[src/rtl/lm07_read_scheduler_if.sv]
// Signal bundle between the LM07 read scheduler and its users: requests, shared SPI pins, read results.
// Latency: none, this is a plain signal container.
// Backpressure: none; requests merge in the scheduler and results are single-cycle pulses.
interface lm07_read_scheduler_if #(
    parameter int NUM_SENS  = 4,
    parameter int READ_BITS = 16
);
    logic [NUM_SENS-1:0]  req;
    logic                 scan_en;
    logic                 SIO;
    logic [NUM_SENS-1:0]  CS_N;
    logic                 SCK;
    logic [NUM_SENS-1:0]  gnt;
    logic                 busy;
    logic [READ_BITS-1:0] rd_data;
    logic [1:0]           rd_id;
    logic                 rd_valid;

    // Requester / sensor-pin side
    modport master (
        output req, scan_en, SIO,
        input  CS_N, SCK, gnt, busy, rd_data, rd_id, rd_valid
    );

    // Scheduler side
    modport slave (
        input  req, scan_en, SIO,
        output CS_N, SCK, gnt, busy, rd_data, rd_id, rd_valid
    );
endinterface

[src/rtl/lm07_read_scheduler.sv]
// Round-robin scheduler sharing one SPI bus among up to four LM07 sensors, one 16-bit read at a time.
// Latency: rd_valid high the cycle after edge 2+CS_SETUP+2*SCK_DIV*READ_BITS+CS_HOLD from the request edge.
// Backpressure: none; requests and scan ticks while busy only set pending bits, duplicates merge.
module lm07_read_scheduler #(
    parameter int NUM_SENS    = 4,
    parameter int SCK_DIV     = 2,
    parameter int READ_BITS   = 16,
    parameter int CS_SETUP    = 2,
    parameter int CS_HOLD     = 2,
    parameter int SCAN_PERIOD = 1000
) (
    input logic                 SYSCLK,
    input logic                 RSTN,
    lm07_read_scheduler_if.slave bus
);

    localparam int CNT_MAX = (CS_SETUP > CS_HOLD) ? CS_SETUP : CS_HOLD;
    localparam int CNT_W   = $clog2(CNT_MAX + 1);
    localparam int DIV_W   = $clog2(SCK_DIV + 1);
    localparam int BIT_W   = $clog2(READ_BITS + 1);
    localparam int SCAN_W  = $clog2(SCAN_PERIOD);

    typedef enum logic [2:0] {
        S_IDLE,
        S_ARB,
        S_SETUP,
        S_SHIFT,
        S_HOLD,
        S_DONE
    } state_t;

    state_t                r_state;
    state_t                w_state_nxt;

    logic [NUM_SENS-1:0]   r_pending;
    logic [SCAN_W-1:0]     r_scan_cnt;
    logic [1:0]            r_last_id;
    logic [1:0]            r_id;
    logic [NUM_SENS-1:0]   r_gnt;
    logic [NUM_SENS-1:0]   r_cs_n;
    logic                  r_sck;
    logic [CNT_W-1:0]      r_cnt;
    logic [DIV_W-1:0]      r_div;
    logic [BIT_W-1:0]      r_bit;
    logic [READ_BITS-1:0]  r_shift;
    logic [READ_BITS-1:0]  r_rd_data;
    logic [1:0]            r_rd_id;
    logic                  r_rd_valid;

    logic                  w_scan_tick;
    logic                  w_arb_found;
    logic [2:0]            w_arb_sum;
    logic [1:0]            w_arb_id;
    logic [NUM_SENS-1:0]   w_arb_oh;
    logic [NUM_SENS-1:0]   w_pend_set;
    logic [NUM_SENS-1:0]   w_pend_clr;
    logic                  w_half_end;
    logic                  w_fall;
    logic                  w_last_bit;
    logic                  w_setup_done;
    logic                  w_hold_done;

    assign w_scan_tick  = (r_scan_cnt == SCAN_W'(SCAN_PERIOD - 1));
    assign w_half_end   = (r_div == DIV_W'(SCK_DIV - 1));
    assign w_fall       = (r_state == S_SHIFT) && w_half_end && r_sck;
    assign w_last_bit   = (r_bit == BIT_W'(READ_BITS - 1));
    assign w_setup_done = (r_state == S_SETUP) && (r_cnt == CNT_W'(CS_SETUP - 1));
    assign w_hold_done  = (r_state == S_HOLD) && (r_cnt == CNT_W'(CS_HOLD - 1));

    // Pick the first pending sensor after the last one served, wrapping at NUM_SENS
    always_comb begin
        w_arb_found = 1'b0;
        w_arb_id    = r_last_id;
        w_arb_sum   = '0;
        for (int k = 1; k <= NUM_SENS; k++) begin
            w_arb_sum = {1'b0, r_last_id} + 3'(k);
            if (w_arb_sum >= 3'(NUM_SENS)) begin
                w_arb_sum = w_arb_sum - 3'(NUM_SENS);
            end
            if (!w_arb_found && r_pending[w_arb_sum[1:0]]) begin
                w_arb_found = 1'b1;
                w_arb_id    = w_arb_sum[1:0];
            end
        end
    end

    // Grant one-hot plus pending set/clear terms; a set in the clearing cycle wins
    always_comb begin
        w_arb_oh           = '0;
        w_arb_oh[w_arb_id] = 1'b1;
        w_pend_clr         = (r_state == S_ARB) ? w_arb_oh : '0;
        w_pend_set         = bus.req | ((w_scan_tick && bus.scan_en) ? '1 : '0);
    end

    // Next-state logic for the transaction sequencer
    always_comb begin
        w_state_nxt = r_state;
        case (r_state)
            S_IDLE:  if (|r_pending) w_state_nxt = S_ARB;
            S_ARB:   w_state_nxt = S_SETUP;
            S_SETUP: if (w_setup_done) w_state_nxt = S_SHIFT;
            S_SHIFT: if (w_fall && w_last_bit) w_state_nxt = S_HOLD;
            S_HOLD:  if (w_hold_done) w_state_nxt = S_DONE;
            S_DONE:  w_state_nxt = (|r_pending) ? S_ARB : S_IDLE;
            default: w_state_nxt = S_IDLE;
        endcase
    end

    // State register
    always_ff @(posedge SYSCLK or negedge RSTN) begin
        if (!RSTN) r_state <= S_IDLE;
        else       r_state <= w_state_nxt;
    end

    // Pending bits and free-running scan counter
    always_ff @(posedge SYSCLK or negedge RSTN) begin
        if (!RSTN) begin
            r_pending  <= '0;
            r_scan_cnt <= '0;
        end else begin
            r_pending  <= (r_pending & ~w_pend_clr) | w_pend_set;
            r_scan_cnt <= w_scan_tick ? '0 : r_scan_cnt + SCAN_W'(1);
        end
    end

    // Grant, round-robin pointer and chip-selects: CS falls at ARB exit, rises at SHIFT exit
    always_ff @(posedge SYSCLK or negedge RSTN) begin
        if (!RSTN) begin
            r_id      <= '0;
            r_last_id <= 2'(NUM_SENS - 1);
            r_gnt     <= '0;
            r_cs_n    <= '1;
        end else begin
            if (r_state == S_ARB) begin
                r_id      <= w_arb_id;
                r_last_id <= w_arb_id;
                r_gnt     <= w_arb_oh;
                r_cs_n    <= ~w_arb_oh;
            end
            if (r_state == S_SHIFT && w_state_nxt == S_HOLD) begin
                r_cs_n <= '1;
            end
            if (r_state == S_DONE) begin
                r_gnt <= '0;
            end
        end
    end

    // Setup/hold dwell counter, restarted on every state change
    always_ff @(posedge SYSCLK or negedge RSTN) begin
        if (!RSTN) begin
            r_cnt <= '0;
        end else if (w_state_nxt != r_state) begin
            r_cnt <= '0;
        end else if (r_state == S_SETUP || r_state == S_HOLD) begin
            r_cnt <= r_cnt + CNT_W'(1);
        end
    end

    // SCK generator and shifter; SIO is captured on each SCK high-to-low edge
    always_ff @(posedge SYSCLK or negedge RSTN) begin
        if (!RSTN) begin
            r_div   <= '0;
            r_sck   <= 1'b0;
            r_bit   <= '0;
            r_shift <= '0;
        end else if (r_state == S_SHIFT) begin
            if (w_half_end) begin
                r_div <= '0;
                r_sck <= ~r_sck;
                if (r_sck) begin
                    r_shift <= {r_shift[READ_BITS-2:0], bus.SIO};
                    r_bit   <= r_bit + BIT_W'(1);
                end
            end else begin
                r_div <= r_div + DIV_W'(1);
            end
        end else begin
            r_div <= '0;
            r_sck <= 1'b0;
            r_bit <= '0;
        end
    end

    // Result registers, loaded on entry to DONE and held until the next read
    always_ff @(posedge SYSCLK or negedge RSTN) begin
        if (!RSTN) begin
            r_rd_valid <= 1'b0;
            r_rd_data  <= '0;
            r_rd_id    <= '0;
        end else begin
            r_rd_valid <= w_hold_done;
            if (w_hold_done) begin
                r_rd_data <= r_shift;
                r_rd_id   <= r_id;
            end
        end
    end

    assign bus.CS_N     = r_cs_n;
    assign bus.SCK      = r_sck;
    assign bus.gnt      = r_gnt;
    assign bus.busy     = (r_state != S_IDLE);
    assign bus.rd_data  = r_rd_data;
    assign bus.rd_id    = r_rd_id;
    assign bus.rd_valid = r_rd_valid;

endmodule

[src/flat_wrapper.sv]
// flat-port wrapper written by rule: the top's interface ports become plain ports
module lm07_read_scheduler_flat 
#(
    parameter int NUM_SENS    = 4,
    parameter int SCK_DIV     = 2,
    parameter int READ_BITS   = 16,
    parameter int CS_SETUP    = 2,
    parameter int CS_HOLD     = 2,
    parameter int SCAN_PERIOD = 1000
)
  (SYSCLK, RSTN, bus_req, bus_scan_en, bus_SIO, bus_CS_N, bus_SCK, bus_gnt, bus_busy, bus_rd_data, bus_rd_id, bus_rd_valid);
  lm07_read_scheduler_if #(.NUM_SENS(NUM_SENS), .READ_BITS(READ_BITS)) bus_i ();
  input logic SYSCLK;
  input logic RSTN;
  input wire logic [$bits(bus_i.req)-1:0] bus_req;
  input wire logic [$bits(bus_i.scan_en)-1:0] bus_scan_en;
  input wire logic [$bits(bus_i.SIO)-1:0] bus_SIO;
  output wire logic [$bits(bus_i.CS_N)-1:0] bus_CS_N;
  output wire logic [$bits(bus_i.SCK)-1:0] bus_SCK;
  output wire logic [$bits(bus_i.gnt)-1:0] bus_gnt;
  output wire logic [$bits(bus_i.busy)-1:0] bus_busy;
  output wire logic [$bits(bus_i.rd_data)-1:0] bus_rd_data;
  output wire logic [$bits(bus_i.rd_id)-1:0] bus_rd_id;
  output wire logic [$bits(bus_i.rd_valid)-1:0] bus_rd_valid;
  assign bus_i.req = bus_req;
  assign bus_i.scan_en = bus_scan_en;
  assign bus_i.SIO = bus_SIO;
  assign bus_CS_N = bus_i.CS_N;
  assign bus_SCK = bus_i.SCK;
  assign bus_gnt = bus_i.gnt;
  assign bus_busy = bus_i.busy;
  assign bus_rd_data = bus_i.rd_data;
  assign bus_rd_id = bus_i.rd_id;
  assign bus_rd_valid = bus_i.rd_valid;
  lm07_read_scheduler #(.NUM_SENS(NUM_SENS), .SCK_DIV(SCK_DIV), .READ_BITS(READ_BITS), .CS_SETUP(CS_SETUP), .CS_HOLD(CS_HOLD), .SCAN_PERIOD(SCAN_PERIOD)) u_core (.SYSCLK(SYSCLK), .RSTN(RSTN), .bus(bus_i));
endmodule
[config.mk]
export PLATFORM = sky130hd
export DESIGN_NAME = lm07_read_scheduler_flat
export DESIGN_NICKNAME = d
export VERILOG_FILES = /design/src/rtl/lm07_read_scheduler_if.sv /design/src/rtl/lm07_read_scheduler.sv /design/src/flat_wrapper.sv
export SDC_FILE = /design/constraint.sdc
export NUM_CORES = 1
export LEC_CHECK = 0
export BUFFER_PORTS_ARGS = -buffer_cell sky130_fd_sc_hd__buf_2
export CAP_MARGIN = 20
export CORE_MARGIN = 2
export CORE_UTILIZATION = 58
export DETAILED_ROUTE_END_ITERATION = 16
export PLACE_DENSITY = 0.79
export SYNTH_ARGS = -nofsm -noshare
export SYNTH_HDL_FRONTEND = slang
export SYNTH_SLANG_ARGS = --single-unit
[constraint.sdc]
create_clock -name SYSCLK -period 2.26 [get_ports SYSCLK]
set_clock_uncertainty 0.2 [all_clocks]
set_input_delay 0.678 -clock SYSCLK [delete_from_list [all_inputs] [get_ports SYSCLK]]
set_output_delay 0.678 -clock SYSCLK [all_outputs]
set_load 0.05 [all_outputs]
==> impl_metrics.ini <==
[synthesis]
yosys.area.top_type = dfrtp_1
ys.flop_type = dfrtp_1
synth_edf_count = 0
synth_top_area_share_pct = 51.8
synth_area_leaders = dfrtp_1 52%, mux2_2 12%, dfstp_2 4.8%, nand2_1 1.8%, nor2_1 1.8%
syn_avg_cell_area_um2 = 12.7
yosys_warnings = 0
synthCells = 259
ys_ff_latch = 74
synth_cell_types = 52
syn_area_mm2 = 0.00328
synthArstFlopShare_pct = 100
synthesis.nets = 271
ys_seq_area_share_pct = 56.6

[clocking]
clock-sinks = 74
ctsLongestPathBuffers = 2
cts_made_buffers = 9
cts_tree = built
cts-root-buf = clkbuf_8
path_clk_slew_ps = 80
hold_buffers = 0
ctsHtreeMaxLevel = 3
cts_setup_buffers = 0
clock_latency_ps = 340

[floorplan]
coreArea_mm2 = 0.00547
pin_count = 37
die_area_mm2 = 0.00628
die_h_um = 79.2
die_w_um = 79.2
core.rowCount = 27
initial_utilization_pct = 60.0

[drt]
drc = 0
dr.pass1.iters = 4
drt-wirelength-per-cell_um = 14.6
ant_nets = 0
vias = 2072
vias_per_cell = 5.42
drtIter0Drc = 105
wirelength_um = 5560

[critical_path]
r2r_cells = 7
cp_num_cells = 3
arrival_ps = 1310
crit_slowest_cell = dfrtp_2
path_class = reg2out
crit_family = flip-flops
crit_chain = nor2_2 -> nand2_1 -> buf_2
end_kind = primary output
crit_path_start_kind = register
crit_buf_inv = 1
required_ps = 1380
crit_fanout = 13
cpPeakStageDelay_ps = 510

[place]
dp_cells = 366
place_congestion = 0.782
dpl_worst_slack_ps = 180
dp_hpwl_um = 3940
io_buffers = 36

[sta]
fin_crit_ps = 2190
final.setup.tns_ps = 0
grt_setup_unrepaired = false
slew_violations = 0
finalSetupViolations = 0
worst_pin_slew_ps = 355
fin_crit_sh_pct = 96.9
slew_headroom_pct = 76.1
worst_slack_ps = 69.9
fmax_mhz = 457
final-hold-violation-count = 0

[final_layout]
areaGrowthSynthToFinish_pct = 17.0
final_cells = 382
drive_gt1_share_pct = 37.1
seqCellArea_mm2 = 0.00186
mostFrequentLayoutCells = 66 x dfrtp_1, 36 x buf_2, 34 x mux2_2, 16 x nand2_1, 15 x nor2_1
final_core_util_pct = 70.2
fillers = 400
multiInputGateArea_mm2 = 0.00133
antenna_cells_inserted = 0
layout_commonest_cell = dfrtp_1
final_nets = 317

[global_routing]
grt_use_total_pct = 19.9
grt_pass1_wl_um = 9580
grt_start_max_net_pins = 42
grt_pass1_vias = 2063
overflow = 0
antenna_found_initial = 0

[hold_path]
min_path_type = in2async

[power_and_ir_drop]
p_per_area_mw_per_mm2 = 686
peakVddDrop_v = 0.000465
p_leak_uw = 0.00178
finalPower_uw = 2630

[flow_run]
maxCapViolCount = 0

[outcome]
status = finished, final reports clean
-- synthesized netlist by cell type, types with 2 or more instances --
cell type / count
buf_2: 2
nand4_1: 2
and3_1: 3
and3b_1: 2
nand3_1: 4
nand2_1: 16
a221o_1: 2
nor3_1: 4
dfrtp_1: 68
a311oi_1: 2
a2111oi_4: 2
o21a_1: 5
o22ai_1: 2
or3_1: 4
xor2_1: 6
nor4_1: 2
nand2b_1: 5
nor3b_1: 2
and2_1: 4
buf_4: 6
a21o_1: 2
mux2i_1: 3
nor2_1: 16
clkbuf_1: 2
o21ai_1: 4
ha_1: 4
xnor2_1: 5
dfstp_2: 6
inv_1: 7
mux2_2: 34
nand4_2: 2
a21oi_1: 10
nor2b_1: 2
-- layout make-up --
cell class | count | area share (%)
Tap cell | 72 | 2.35
Clock buffer | 12 | 3.78
Multi-Input combinational cell | 167 | 34.5
Clock inverter | 4 | 2.57
Timing Repair Buffer | 46 | 7.62
Sequential cell | 74 | 48.5
Inverter | 7 | 0.684
-- registers in the layout, summed over array words and instances, names as in the netlist, 3 cells and up --
name	count
u_core.bus.CS_N	4
u_core.bus.rd_data	16
u_core.bus.gnt	4
u_core.r_state	3
u_core.r_bit	5
u_core.r_shift	16
u_core.r_scan_cnt	10
u_core.r_pending	4
-- cell families after synthesis --
group / Yosys count / share of synthesized area (%)
xor+xnor: 11 / 2.93
compound gates: 40 / 10.5
buf+inv: 18 / 3.05
mux: 37 / 12.6
fa+ha+maj: 4 / 1.52
simple gates: 75 / 12.8
flops: 74 / 56.6
-- worst reg2reg max path: stages, from the launching register on --
cell and delay (ps):
dfrtp_1 390, ha_1 170, and3_1 160, ha_1 180, inv_1 40, or3_1 460, a311oi_1 300, a21oi_1 70
-- through the flow --
step | hold slack [ps] | area [um^2]
5_1_grt | 144 | 3840
6_report | 131 | 3840
3_3_place_gp | 243 | 3590
4_1_cts | 127 | 3840
2_1_floorplan | 182 | 3280
3_5_place_dp | 256 | 3590
-- layer usage --
layer,share of wire [%],GRT usage (%),vias up
met5,0,0,-
met4,1.9,10.0,0
met3,3.1,3.07,8
met2,49,31.5,35
met1,46,26.8,1021
li1,-,-,1008
-- what timing repair did --
item / 4_1_cts / 5_1_grt
endpoints found under the hold margin: 0 / 0
setup endpoints to repair: 1 / 1
gates resized for setup: 2 / 1
-- final timing paths --
path / startpoint / to / slack (ps)
hold reg to reg: u_core.r_scan_cnt[0]$_DFF_PN0_ / u_core.r_scan_cnt[0]$_DFF_PN0_ / 260
max in group asynchronous: RSTN / u_core.bus.CS_N[3]$_DFFE_PN1P_ / 1450
setup / recovery: u_core.r_state[1]$_DFF_PN0_ / bus_busy / 70
min in group SYSCLK: u_core.r_scan_cnt[0]$_DFF_PN0_ / u_core.r_scan_cnt[0]$_DFF_PN0_ / 260
setup reg to reg: u_core.r_bit[0]$_DFFE_PN0P_ / u_core.r_state[0]$_DFF_PN0_ / 160
hold / removal: RSTN / u_core.bus.rd_data[10]$_DFFE_PN0P_ / 130
-- report_power, final --
| part | leakage [uW] | total (uW) | switching (uW) | internal (uW) |
|---|---|---|---|---|
| combinational | 0.000746 | 50.0 | 30.7 | 19.3 |
| clock | 0.000121 | 1240 | 473 | 769 |
| sequential | 0.000911 | 1340 | 7.86 | 1330 |
| total | 0.00178 | 2630 | 511 | 2120 |
No activity file was read; power rests on OpenSTA's default activity.
